`src/rtl/ppg_pkg.sv`:
```
// ppg_pkg: shared definitions for the PPG boxcar filter.
//   DATA_W              width of one channel sample
//   RED_HI..IR_LO       bit slices of the packed 36-bit red/IR sample
//   state_t             filter FSM states
package ppg_pkg;

  localparam int DATA_W = 18;

  localparam int RED_HI = 2*DATA_W - 1;  // 35
  localparam int RED_LO = DATA_W;        // 18
  localparam int IR_HI  = DATA_W - 1;    // 17
  localparam int IR_LO  = 0;

  typedef enum logic {
    FILL = 1'b0,
    RUN  = 1'b1
  } state_t;

endpackage

```
`src/rtl/ppg_chan_acc.sv`:
```
// ppg_chan_acc: running window-sum accumulator for one channel.
// Ports:
//   clk       system clock
//   clear     synchronous clear of the accumulator
//   update    load sum_next into the accumulator
//   add_val   value entering the window
//   sub_val   value leaving the window
//   sub_en    subtract sub_val (window already full)
//   sum_next  window sum including this update
//   avg_next  sum_next >> LOG2_DEPTH, truncated
module ppg_chan_acc #(
  parameter int DATA_W     = ppg_pkg::DATA_W,
  parameter int LOG2_DEPTH = 3
) (
  input  logic                         clk,
  input  logic                         clear,
  input  logic                         update,
  input  logic [DATA_W-1:0]            add_val,
  input  logic [DATA_W-1:0]            sub_val,
  input  logic                         sub_en,
  output logic [DATA_W+LOG2_DEPTH-1:0] sum_next,
  output logic [DATA_W-1:0]            avg_next
);

  localparam int ACC_W = DATA_W + LOG2_DEPTH;

  logic [ACC_W-1:0] acc;
  logic [ACC_W-1:0] add_ext;
  logic [ACC_W-1:0] sub_ext;

  assign add_ext = {{LOG2_DEPTH{1'b0}}, add_val};
  assign sub_ext = sub_en ? {{LOG2_DEPTH{1'b0}}, sub_val} : '0;

  // acc + add may transiently exceed ACC_W bits, but the final window sum
  // always fits, so modular arithmetic yields the exact result.
  assign sum_next = acc + add_ext - sub_ext;
  assign avg_next = sum_next[ACC_W-1:LOG2_DEPTH];

  always_ff @(posedge clk) begin
    if (clear) begin
      acc <= '0;
    end else if (update) begin
      acc <= sum_next;
    end
  end

endmodule

```
`src/rtl/ppg_boxcar_filter.sv`:
```
// ppg_boxcar_filter: moving average over the last 2^LOG2_DEPTH samples,
// applied independently to the red and IR channels of a packed sample.
// Ports:
//   clk            system clock
//   rst_n          synchronous reset, active low
//   sample_in      packed sample {red, ir}, unsigned
//   sample_in_de   single-cycle strobe, sample_in valid
//   flush          synchronous clear of the window
//   sample_out     packed averaged sample {red, ir}
//   sample_out_de  single-cycle strobe, sample_out valid
//   window_full    high while the window holds DEPTH samples
module ppg_boxcar_filter #(
  parameter int DATA_W     = ppg_pkg::DATA_W,
  parameter int LOG2_DEPTH = 3
) (
  input  logic                clk,
  input  logic                rst_n,
  input  logic [2*DATA_W-1:0] sample_in,
  input  logic                sample_in_de,
  input  logic                flush,
  output logic [2*DATA_W-1:0] sample_out,
  output logic                sample_out_de,
  output logic                window_full
);

  import ppg_pkg::*;

  localparam int DEPTH = 1 << LOG2_DEPTH;
  localparam logic [LOG2_DEPTH-1:0] LAST = LOG2_DEPTH'(DEPTH - 1);

  state_t state, state_next;

  logic [LOG2_DEPTH-1:0] wr_ptr;
  logic [LOG2_DEPTH-1:0] fill_cnt;
  logic [2*DATA_W-1:0]   sample_buf [DEPTH];
  logic [2*DATA_W-1:0]   old_sample;

  logic clear;
  logic accept;
  logic emit;

  logic [DATA_W+LOG2_DEPTH-1:0] red_sum, ir_sum;
  logic [DATA_W-1:0]            red_avg, ir_avg;
  logic                         sums_unused;

  assign clear      = !rst_n || flush;
  assign accept     = sample_in_de && !clear;
  assign emit       = accept && ((state == RUN) || (fill_cnt == LAST));
  assign old_sample = sample_buf[wr_ptr];

  assign window_full = (state == RUN);

  always_comb begin
    state_next = state;
    if (accept && (state == FILL) && (fill_cnt == LAST)) begin
      state_next = RUN;
    end
  end

  always_ff @(posedge clk) begin
    if (clear) begin
      state <= FILL;
    end else begin
      state <= state_next;
    end
  end

  // fill_cnt wraps to 0 on entering RUN; it is only consulted in FILL.
  always_ff @(posedge clk) begin
    if (clear) begin
      wr_ptr   <= '0;
      fill_cnt <= '0;
    end else if (accept) begin
      wr_ptr <= wr_ptr + 1'b1;
      if (state == FILL) begin
        fill_cnt <= fill_cnt + 1'b1;
      end
    end
  end

  // Not reset: FILL never reads an entry it has not written since clear.
  always_ff @(posedge clk) begin
    if (accept) begin
      sample_buf[wr_ptr] <= sample_in;
    end
  end

  ppg_chan_acc #(.DATA_W(DATA_W), .LOG2_DEPTH(LOG2_DEPTH)) u_red_acc (
    .clk      (clk),
    .clear    (clear),
    .update   (accept),
    .add_val  (sample_in[RED_HI:RED_LO]),
    .sub_val  (old_sample[RED_HI:RED_LO]),
    .sub_en   (state == RUN),
    .sum_next (red_sum),
    .avg_next (red_avg)
  );

  ppg_chan_acc #(.DATA_W(DATA_W), .LOG2_DEPTH(LOG2_DEPTH)) u_ir_acc (
    .clk      (clk),
    .clear    (clear),
    .update   (accept),
    .add_val  (sample_in[IR_HI:IR_LO]),
    .sub_val  (old_sample[IR_HI:IR_LO]),
    .sub_en   (state == RUN),
    .sum_next (ir_sum),
    .avg_next (ir_avg)
  );

  // Full window sums are only needed for debug observation.
  assign sums_unused = ^{red_sum, ir_sum};

  // flush leaves sample_out holding its last value; only reset zeroes it.
  always_ff @(posedge clk) begin
    if (!rst_n) begin
      sample_out    <= '0;
      sample_out_de <= 1'b0;
    end else begin
      sample_out_de <= emit;
      if (emit) begin
        sample_out <= {red_avg, ir_avg};
      end
    end
  end

endmodule
```
`config.mk`:
```
export PLATFORM = sky130hd
export DESIGN_NAME = ppg_boxcar_filter
export DESIGN_NICKNAME = d
export VERILOG_FILES = /design/src/rtl/ppg_pkg.sv /design/src/rtl/ppg_chan_acc.sv /design/src/rtl/ppg_boxcar_filter.sv
export SDC_FILE = /design/constraint.sdc
export NUM_CORES = 1
export LEC_CHECK = 0
export BUFFER_PORTS_ARGS = -buffer_cell sky130_fd_sc_hd__buf_2
export CELL_PAD_IN_SITES_DETAIL_PLACEMENT = 1
export CELL_PAD_IN_SITES_GLOBAL_PLACEMENT = 1
export CORE_UTILIZATION = 50
export DETAILED_ROUTE_END_ITERATION = 12
export PLACE_DENSITY = 0.89
export SYNTH_ARGS = -nofsm -noshare
export SYNTH_HDL_FRONTEND = slang
export SYNTH_HIERARCHICAL = 1
export SYNTH_SLANG_ARGS = --single-unit
```
`constraint.sdc`:
```
create_clock -name clk -period 4.52 [get_ports clk]
set_input_delay 0.226 -clock clk [delete_from_list [all_inputs] [get_ports clk]]
set_output_delay 0.226 -clock clk [all_outputs]
set_load 0.01 [all_outputs]
```
==> results of run 1 <==
[flip-flops by register name, summed over array words and instances (netlist names), named ones only]
register and cells:
fill_cnt 3, sample_buf 288, window_full 1, u_ir_acc/acc 21
sample_out 36, sample_out_de 1, wr_ptr 3, u_red_acc/acc 21
[worst register-to-register path, stage by stage, from the launching register on]
cell and delay, ps:
dfxtp_4 360, buf_12 120, buf_12 210, mux4_1 600, mux2_2 290, and2_1 240, fa_1 510, inv_1 70
ha_1 450, nand3_1 140, and2_4 200, a211oi_4 440, a2111oi_2 160, or3_1 410, a311oi_1 260
[cells in the final DEF, fill, tap and decap left out, types with 5 or more instances in the layout]
master	count
nor2b_1	7
nor3_1	15
and2_1	44
buf_4	27
nor2_4	6
a21oi_2	7
dlygate4sd3_1	24
xor2_1	10
a21oi_1	33
o21bai_1	5
o21a_1	7
dfxtp_1	86
o21ai_1	6
fa_1	34
ha_2	5
ha_1	35
o21ai_0	55
mux2i_1	15
mux4_2	10
a21o_1	12
mux4_1	62
edfxtp_1	288
clkbuf_1	14
buf_2	77
xnor2_1	28
inv_1	162
a31oi_1	7
clkinv_2	5
mux2_2	36
o31ai_1	5
clkbuf_16	40
or4_1	5
ha_4	5
nor2_1	48
nand3_1	54
o211ai_1	5
buf_12	7
nand2_1	84
clkinv_1	9
nand4_1	5
[metrics by stage]
step	setup TNS [ps]	util (%)	hold WS, ps	total power [mW]	setup WS [ps]
detailed placement	0	53.9	454	4.64	60.9
floorplan	0	-	325	4.39	464
global placement	0	53.9	443	4.59	166
global route	-1850	58.6	4.80	8.12	-202
finish	-35.9	58.6	0.502	7.92	-35.9
CTS	0	58.0	0.898	7.84	2.64
[where the power goes]
group	total (mW)	internal (mW)	switching, mW	leakage, nW
combinational	0.946	0.352	0.595	3.70
clock	3.22	1.78	1.44	0.600
sequential	3.76	3.75	0.0131	3.31
[per-layer routing]
layer / routed length, microns / vias to the layer above
met2: 27100 / 738
li1: - / 5177
met3: 4930 / 174
met5: 0 / -
met4: 1890 / 0
met1: 22200 / 6330
[repair_timing]
action / 4_1_cts / 5_1_grt
hold buffers: 24 / 0
pin swaps: 0 / 3
gates resized for setup: 3 / 35
hold endpoints to repair: 182 / 0
setup buffers: 0 / 6
endpoints found under the setup margin: 11 / 27
[cell type report]
cell class	count	area [sq um]	share of cell area [%]
diodes	2	5.00	0.0239
clock buffers	55	1070	5.10
repair buffers	137	991	4.73
multi-input cells	743	7080	33.8
well taps	461	577	2.76
flip-flops and latches	377	10400	49.9
clock inverters	19	164	0.783
inverters	162	608	2.91
[worst paths after layout]
check | start | end | depth (start not counted)
setup / recovery | flip-flop | u_ir_acc/acc[19] | 14
hold / removal | sample_in[19] | sample_buf[0][19] | 1
setup reg to reg | flip-flop | u_ir_acc/acc[19] | 14
hold reg to reg | sample_out[35] | sample_out[35] | 2
==> results.json, run 1 <==
{
  "worst_pin_slew_ps": 718,
  "fillers": 3460,
  "vias": 12419,
  "maxCapViolations": 0,
  "clkSlewWorstSetupHoldPaths_ps": 70,
  "crit_type": "reg -> reg",
  "crit_family": "simple AND/OR/NAND/NOR gates",
  "post-route-drc-count": 4,
  "drt_pass1_iterations": 11,
  "min_path_type": "in -> reg",
  "rows": 69,
  "finClkSkew_ps": 19.3,
  "setup_slack_ps": -35.9,
  "first_iter_violations": 1379,
  "violations": "DRC, setup timing",
  "required_ps": 4990,
  "hold_viol_final": 0,
  "fin_crit_ps": 4560,
  "relSlewSlack_pct": 52.1,
  "final_cells": 1956,
  "fp.dieH_microns": 193,
  "setup_viol": 1,
  "clk_path_buf_depth": 3,
  "area_delta_synth_final_pct": 14.5,
  "outcome": "finished, violations left",
  "end_kind": "flip-flop",
  "routed_wirelength_microns": 56100,
  "io_buffers": 77,
  "h-tree-depth": 2,
  "cts_root_buffer": "clkbuf_16",
  "rsz0062_at_grt": "yes",
  "synth.net_count": 1471,
  "cts_tree": "built",
  "syn_area_per_cell_sq_um": 13.5,
  "gr-max-usage-layer": "met2",
  "arrival_ps": 5030,
  "final_cell_area_sq_um": 20900,
  "numCtsBuffers": 40,
  "cp-start-kind": "flip-flop",
  "met1_usage_pct": 36.5,
  "antenna_found_initial": 3,
  "die_area_sq_um": 37300,
  "yosys_warnings": 6,
  "fin_crit_sh_pct": 101,
  "grt_use_total_pct": 28.4,
  "cp_max_fo": 25,
  "drive_gt1_share_pct": 17.9,
  "final_max_slew_viol_count": 0,
  "overflow": 0,
  "netlist_instances": 1350,
  "grt_use_met3_pct": 6.12,
  "p_leak_nw": 7.61,
  "post-dp-hpwl_microns": 31700,
  "die_w_microns": 193,
  "max_freq_mhz": 219,
  "placedCellCount": 1850,
  "start_util_pct": 51.2,
  "gp_congestion": 0.880,
  "vdd_drop_max_mv": 0.273,
  "cp_common_cell": "buf_12",
  "fin_nets": 1582,
  "clock_sinks": 377,
  "io_pins": 78,
  "cp_slowest_cell": "mux4_1",
  "ant_nets": 0,
  "p_per_area_nw_per_um2": 379,
  "wl_per_cell_microns": 28.7,
  "grt_max_degree": 56,
  "met2_usage_pct": 46.8,
  "cp_slowest_stage_delay_ps": 580,
  "cp_cell_sequence": "buf_12 > buf_12 > mux4_1 > mux2_2 > and2_1 > fa_1 > inv_1 > ha_1 > nand3_1 > and2_4 > a211oi_4 > a2111oi_2 > or3_1 > a311oi_1",
  "via_per_inst": 6.35,
  "core_area_sq_um": 35700,
  "path_buf_inv": 3,
  "synth_area_sq_um": 18300,
  "clk-insertion-delay-late_ps": 570,
  "grt_pass1_wl_microns": 79600,
  "placed_area_sq_um": 19300,
  "grt_pass1_vias": 12809,
  "rrSetupSlack_ps": -40
}
Note: power is estimated with default switching activity, not from simulation.
==> inputs of run 2 (changes only) <==
ABC_AREA = 1   (was default)
CAP_MARGIN = 20   (was default)
CORE_UTILIZATION = 47   (was 50)
PLACE_DENSITY = 0.91   (was 0.89)
==> results.json, run 2 <==
{
  "p_per_area_nw_per_um2": 355,
  "die_w_microns": 209,
  "finClkSkew_ps": 26.6,
  "fin_nets": 2713,
  "antenna_found_initial": 1,
  "min_path_type": "in -> reg",
  "vdd_drop_max_mv": 0.272,
  "rows": 75,
  "fin_crit_ps": 4180,
  "grt_pass1_vias": 18683,
  "clk_path_buf_depth": 3,
  "via_per_inst": 5.38,
  "wl_per_cell_microns": 21.4,
  "pwr-share-seq_pct": 46.4,
  "routed_wirelength_microns": 67800,
  "combPwrFrac_pct": 12.2,
  "reg.largest.list": "sample_buf: 288 flops, sample_out: 36 flops",
  "yosys_warnings": 6,
  "setup_slack_ps": 337,
  "first_iter_violations": 1394,
  "grt_pass1_wl_microns": 105000,
  "r2r-end": "sample_out[25]",
  "maxCapViolations": 0,
  "h-tree-depth": 2,
  "post-route-drc-count": 0,
  "setup_viol": 0,
  "cp_slowest_stage_delay_ps": 600,
  "crit_type": "reg -> reg",
  "internal_power_mw": 5.91,
  "end_kind": "flip-flop",
  "power.share.clock_pct": 41.4,
  "area_delta_synth_final_pct": 13.6,
  "post-dp-hpwl_microns": 42800,
  "whs_path_depth": 1,
  "cp_cell_sequence": "inv_2 > buf_4 > nand3_1 > nand2_1 > nand2_1 > nand2_1 > nand2_1 > inv_1 > fa_1 > inv_1 > ha_1 > nand2_2 > nor2_1 > nand3_1 > nand3_2 > xor2_1 > inv_1 > nand2_1 > nand2_1 > nor2_1",
  "relSlewSlack_pct": 31.8,
  "gp_congestion": 0.918,
  "hold_viol_final": 0,
  "max_freq_mhz": 239,
  "netlist_instances": 2488,
  "final_max_slew_viol_count": 0,
  "required_ps": 5040,
  "rrSetupSlack_ps": 340,
  "cp-start-kind": "flip-flop",
  "numCtsBuffers": 42,
  "syn_area_per_cell_sq_um": 8.07,
  "p_leak_nw": 11.5,
  "cp_max_fo": 28,
  "vias": 17031,
  "largest_reg_flops": 288,
  "die_area_sq_um": 43500,
  "layout_common_cells": "nand2_1 (904), inv_1 (578), edfxtp_1 (288)",
  "path_buf_inv": 5,
  "clkSlewWorstSetupHoldPaths_ps": 60,
  "fin_crit_sh_pct": 92.5,
  "fin_tns_setup_ps": 0,
  "io_buffers": 77,
  "overflow": 0,
  "cts_tree": "built",
  "top_register": "sample_buf",
  "drive_gt1_share_pct": 8.23,
  "power.total_mw": 8.10,
  "synth.net_count": 2609,
  "worstRegToRegCells": 20,
  "cts_root_buffer": "clkbuf_16",
  "rsz0062_at_grt": "no",
  "fp.dieH_microns": 209,
  "mostFrequentLayoutCell": "nand2_1",
  "synth_area_sq_um": 20100,
  "io_pins": 78,
  "crit_family": "simple AND/OR/NAND/NOR gates",
  "ant_nets": 0,
  "clk-insertion-delay-late_ps": 590,
  "cts_resized": 0,
  "arrival_ps": 4710,
  "p_sw_mw": 2.19,
  "start_util_pct": 47.8,
  "p_sw_share_pct": 27.0,
  "grt_max_degree": 87,
  "worst_pin_slew_ps": 1020,
  "cp_common_cell": "nand2_1",
  "pre_cts_slack_ps": 522,
  "clock_sinks": 377,
  "core_area_sq_um": 42000,
  "cp_slowest_cell": "inv_2",
  "drt_pass1_iterations": 5,
  "worstHoldEndpoint": "sample_buf[3][24]",
  "grt_use_total_pct": 31.5,
  "hold_path.startpoint": "sample_in[24]",
  "outcome": "complete, no violations"
}
## run 2: changes by cell type in the layout (fill, tap and decap cells not counted), moves of 29 or more
cell     change
a21oi_1     +29
and2_1      -44
inv_1      +416
mux2_2      -36
mux4_1      -62
nand2_1    +820
nand3_1    +107
nor2_1      +80
o21ai_0     -41
## run 2: worst max path at each step
stage | startpoint | to | slack [ps] | cells after the start
6_report | flip-flop | sample_out[25] | 340 | 20
5_1_grt | flip-flop | sample_out[11] | 120 | 28
4_1_cts | flip-flop | sample_out[11] | 450 | 25
3_5_place_dp | flip-flop | sample_out[11] | 520 | 25
3_3_place_gp | flip-flop | sample_out[11] | 670 | 25
2_1_floorplan | flip-flop | sample_out[31] | 1530 | 28
## run 2: power by group through the flow
stage          combinational (mW)  clock (mW)  sequential [mW]
2_1_floorplan               0.600           0             3.83
3_5_place_dp                0.924           0             3.83
5_1_grt                      1.09        3.49             3.76
4_1_cts                     0.968        3.37             3.76
3_3_place_gp                0.871           0             3.83
6_report                    0.992        3.36             3.76
## run 2: what timing repair did
| item | in CTS | in global routing |
|---|---|---|
| buffers inserted | 0 | 0 |
| endpoints found under the setup margin | 0 | 0 |
| hold buffers | 36 | 0 |
| hold endpoints to repair | 265 | 0 |
## run 2: final cells by class
class                      count  area, sq um
fill                        5070        19200
sequential                   377        10400
multi-input combinational   1447         7100
inverter                     583         2190
clock buffer                  51         1110
timing repair buffer         141         1090
tap                          539          674
clock inverter                24          204
antenna                        2         5.00
## run 2: layer usage
metal	part of all wire (%)	GRT usage, %	up-vias
met1	40	38.7	8352
met4	4.0	15.0	0
met2	50	54.6	742
met3	6.6	4.42	214
li1	-	-	7723
met5	0	0	-
## run 2: stage by stage
step                      hold slack (ps)  cells  utilization (%)  instance area [sq um]
final                                21.7   3164             54.2                  22800
after global routing                 28.3   3162             54.2                  22800
after CTS                            3.32   3161             54.2                  22800
after detailed placement              472   3050             50.2                  21100
after global placement                459   3050             50.2                  21100
after floorplan                       325   2488                -                  20100
==> inputs of run 3 (changes only) <==
CORE_UTILIZATION = 48   (was 47)
PLACE_DENSITY = 0.9   (was 0.91)
SKIP_LAST_GASP = 1   (was default)
SYNTH_HIERARCHICAL = default   (was 1)
==> results.json, run 3 <==
{
  "largest_reg_flops": 288,
  "io_buffers": 77,
  "fin_crit_sh_pct": 89.5,
  "synth_xor_area_share_pct": 0.953,
  "p_per_area_nw_per_um2": 389,
  "clock_sinks": 377,
  "vdd_drop_max_mv": 0.367,
  "fp.dieH_microns": 198,
  "rsz0062_at_grt": "no",
  "fillers": 4286,
  "synth.most_common_cell": "nor2_1",
  "synth.net_count": 2090,
  "die_w_microns": 198,
  "cp_slowest_stage_delay_ps": 470,
  "yosys_warnings": 0,
  "pre_cts_slack_ps": 635,
  "fin_nets": 2179,
  "finClkSkew_ps": 14.9,
  "ys_ff_latch": 377,
  "required_ps": 4960,
  "cp_max_fo": 144,
  "worstRegToRegCells": 18,
  "cp_cell_sequence": "buf_12 > nor2_1 > o32ai_1 > o21ai_0 > nor2_1 > fa_1 > inv_1 > ha_1 > nand2_1 > inv_1 > a21oi_1 > inv_1 > a21oi_1 > nand2_1 > nand2_1 > nand3_1 > nand2_1 > inv_1",
  "synthSimpleGateAreaFrac_pct": 17.4,
  "layout_common_cells": "nor2_1 (411), inv_1 (316), edfxtp_1 (288)",
  "path_buf_inv": 5,
  "first_iter_violations": 1010,
  "r2r-end": "u_ir_acc.acc[15]",
  "die_area_sq_um": 39100,
  "outcome": "complete, no violations",
  "rrSetupSlack_ps": 470,
  "syn_area_per_cell_sq_um": 9.33,
  "rows": 71,
  "post-route-drc-count": 0,
  "synth_top_area_share_pct": 47.1,
  "cp_slowest_cell": "buf_12",
  "synth-async-reset-ratio_pct": 0,
  "fin_tns_setup_ps": 0,
  "ys_types": 31,
  "core_area_sq_um": 37700,
  "gp_congestion": 0.928,
  "cp-endpoint": "u_ir_acc.acc[15]",
  "relSlewSlack_pct": 38.7,
  "synthMuxAreaShare_pct": 0,
  "post-dp-hpwl_microns": 37400,
  "numCtsBuffers": 41,
  "power.total_mw": 8.14,
  "synth_commonest_cells": "nor2_1 (419), inv_1 (316), edfxtp_1 (288)",
  "ant_nets": 0,
  "clk_path_buf_depth": 3,
  "layout.area.seq_sq_um": 10400,
  "synth_fa_ha_area_share_pct": 6.98,
  "routed_wirelength_microns": 58200,
  "final_max_slew_viol_count": 0,
  "grt_pass1_wl_microns": 89500,
  "netlist_instances": 1969,
  "top_register": "sample_buf",
  "drt_pass1_iterations": 5,
  "mostFrequentLayoutCell": "nor2_1",
  "cp-start-kind": "flip-flop",
  "cts_root_buffer": "clkbuf_16",
  "synth.area.top_cells": "edfxtp_1 (47%), dfxtp_1 (9.7%), nor2_1 (8.6%)",
  "synth_flop_cell": "edfxtp_1",
  "synth-compound-area-share_pct": 9.39,
  "synth_area_sq_um": 18400,
  "worst_pin_slew_ps": 919,
  "antenna_found_initial": 2,
  "h-tree-depth": 2,
  "grt_max_degree": 145,
  "min_path_type": "in -> reg",
  "cts_resized": 0,
  "grt_use_total_pct": 30.4,
  "synth_top_family_by_area": "simple AND/OR/NAND/NOR gates",
  "vias": 14666,
  "post_cts_buffers": 0,
  "synth_edf_count": 288,
  "io_pins": 78,
  "wl_per_cell_microns": 22.4,
  "clkSlewWorstSetupHoldPaths_ps": 70,
  "setup_viol": 0,
  "area_delta_synth_final_pct": 13.7,
  "start_util_pct": 48.8,
  "postCtsHoldBufs": 25,
  "clk-insertion-delay-late_ps": 550,
  "via_per_inst": 5.64,
  "yosysSeqAreaShare_pct": 56.7,
  "crit_type": "reg -> reg",
  "cts_tree": "built",
  "p_leak_nw": 8.90,
  "fin_crit_ps": 4050,
  "arrival_ps": 4480,
  "setup_slack_ps": 473,
  "end_kind": "flip-flop",
  "crit_family": "compound AO/OA/AOI/OAI gates",
  "hold_viol_final": 0,
  "multi_input_area_sq_um": 6430,
  "maxCapViolations": 0,
  "max_freq_mhz": 247,
  "grt_pass1_vias": 16191,
  "yosys.area.top_type": "edfxtp_1",
  "overflow": 0,
  "reg.largest.list": "sample_buf: 288 flops, sample_out: 36 flops",
  "drive_gt1_share_pct": 8.43,
  "path_depth": 18,
  "hold_path.startpoint": "sample_in[22]"
}
==> run 3: cell count changes in the layout (fill, tap and decap cells not counted), sizes merged, moves of 12 or more <==
| cell | delta |
|---|---|
| inv | -261 |
| o21ai | +114 |
| nand2 | -628 |
| o32ai | +72 |
| nand3 | -81 |
| nor2 | +277 |
| a21oi | -12 |
==> run 3: cell families after synthesis <==
logic type / count (synthesis)
AO/OA/AOI/OAI: 280
XOR/XNOR: 20
adder cells (fa/ha/maj): 81
buffers and inverters: 403
flip-flops: 377
AND/OR/NAND/NOR: 808
==> run 3: worst min path at each step <==
stage / end / slack, ps / cells past startpoint
2_1_floorplan: sample_buf[0][0] / 320 / 0
3_3_place_gp: u_ir_acc.acc[0] / 450 / 2
3_5_place_dp: fill_cnt[1] / 480 / 2
4_1_cts: sample_buf[1][3] / 3 / 1
5_1_grt: sample_buf[5][19] / 9 / 1
6_report: sample_buf[6][22] / 10 / 1
==> run 3: cell type report <==
cell class / count / area share (%)
inverter: 322 / 5.79
antenna: 3 / 0.0359
sequential: 377 / 49.9
clock buffer: 49 / 5.15
tap: 511 / 3.06
clock inverter: 23 / 0.772
multi-input combinational: 1189 / 30.8
timing repair buffer: 127 / 4.48
==> run 3: metrics by stage <==
step | hold slack (ps) | util (%) | instance area [sq um] | std cells
final | 13.1 | 55.5 | 20900 | 2601
after global routing | 8.99 | 55.5 | 20900 | 2599
after CTS | 2.90 | 55.5 | 20900 | 2598
after detailed placement | 484 | 51.5 | 19400 | 2501
after global placement | 453 | 51.5 | 19400 | 2501
after floorplan | 325 | - | 18400 | 1969
==> run 3: layer usage <==
layer / GRT usage (%) / share of wire (%) / up-vias
met5: 0 / 0 / -
met4: 19.7 / 6.5 / 0
met3: 4.34 / 5.1 / 195
met2: 55.0 / 52 / 535
met1: 33.2 / 37 / 7313
li1: - / - / 6623
==> run 3: where the power goes <==
group	leakage, nW	switching (mW)	internal, mW
Clock	0.600	1.40	1.76
Sequential	3.32	0.0236	3.76
Combinational	4.98	0.824	0.361
Total	8.90	2.25	5.89
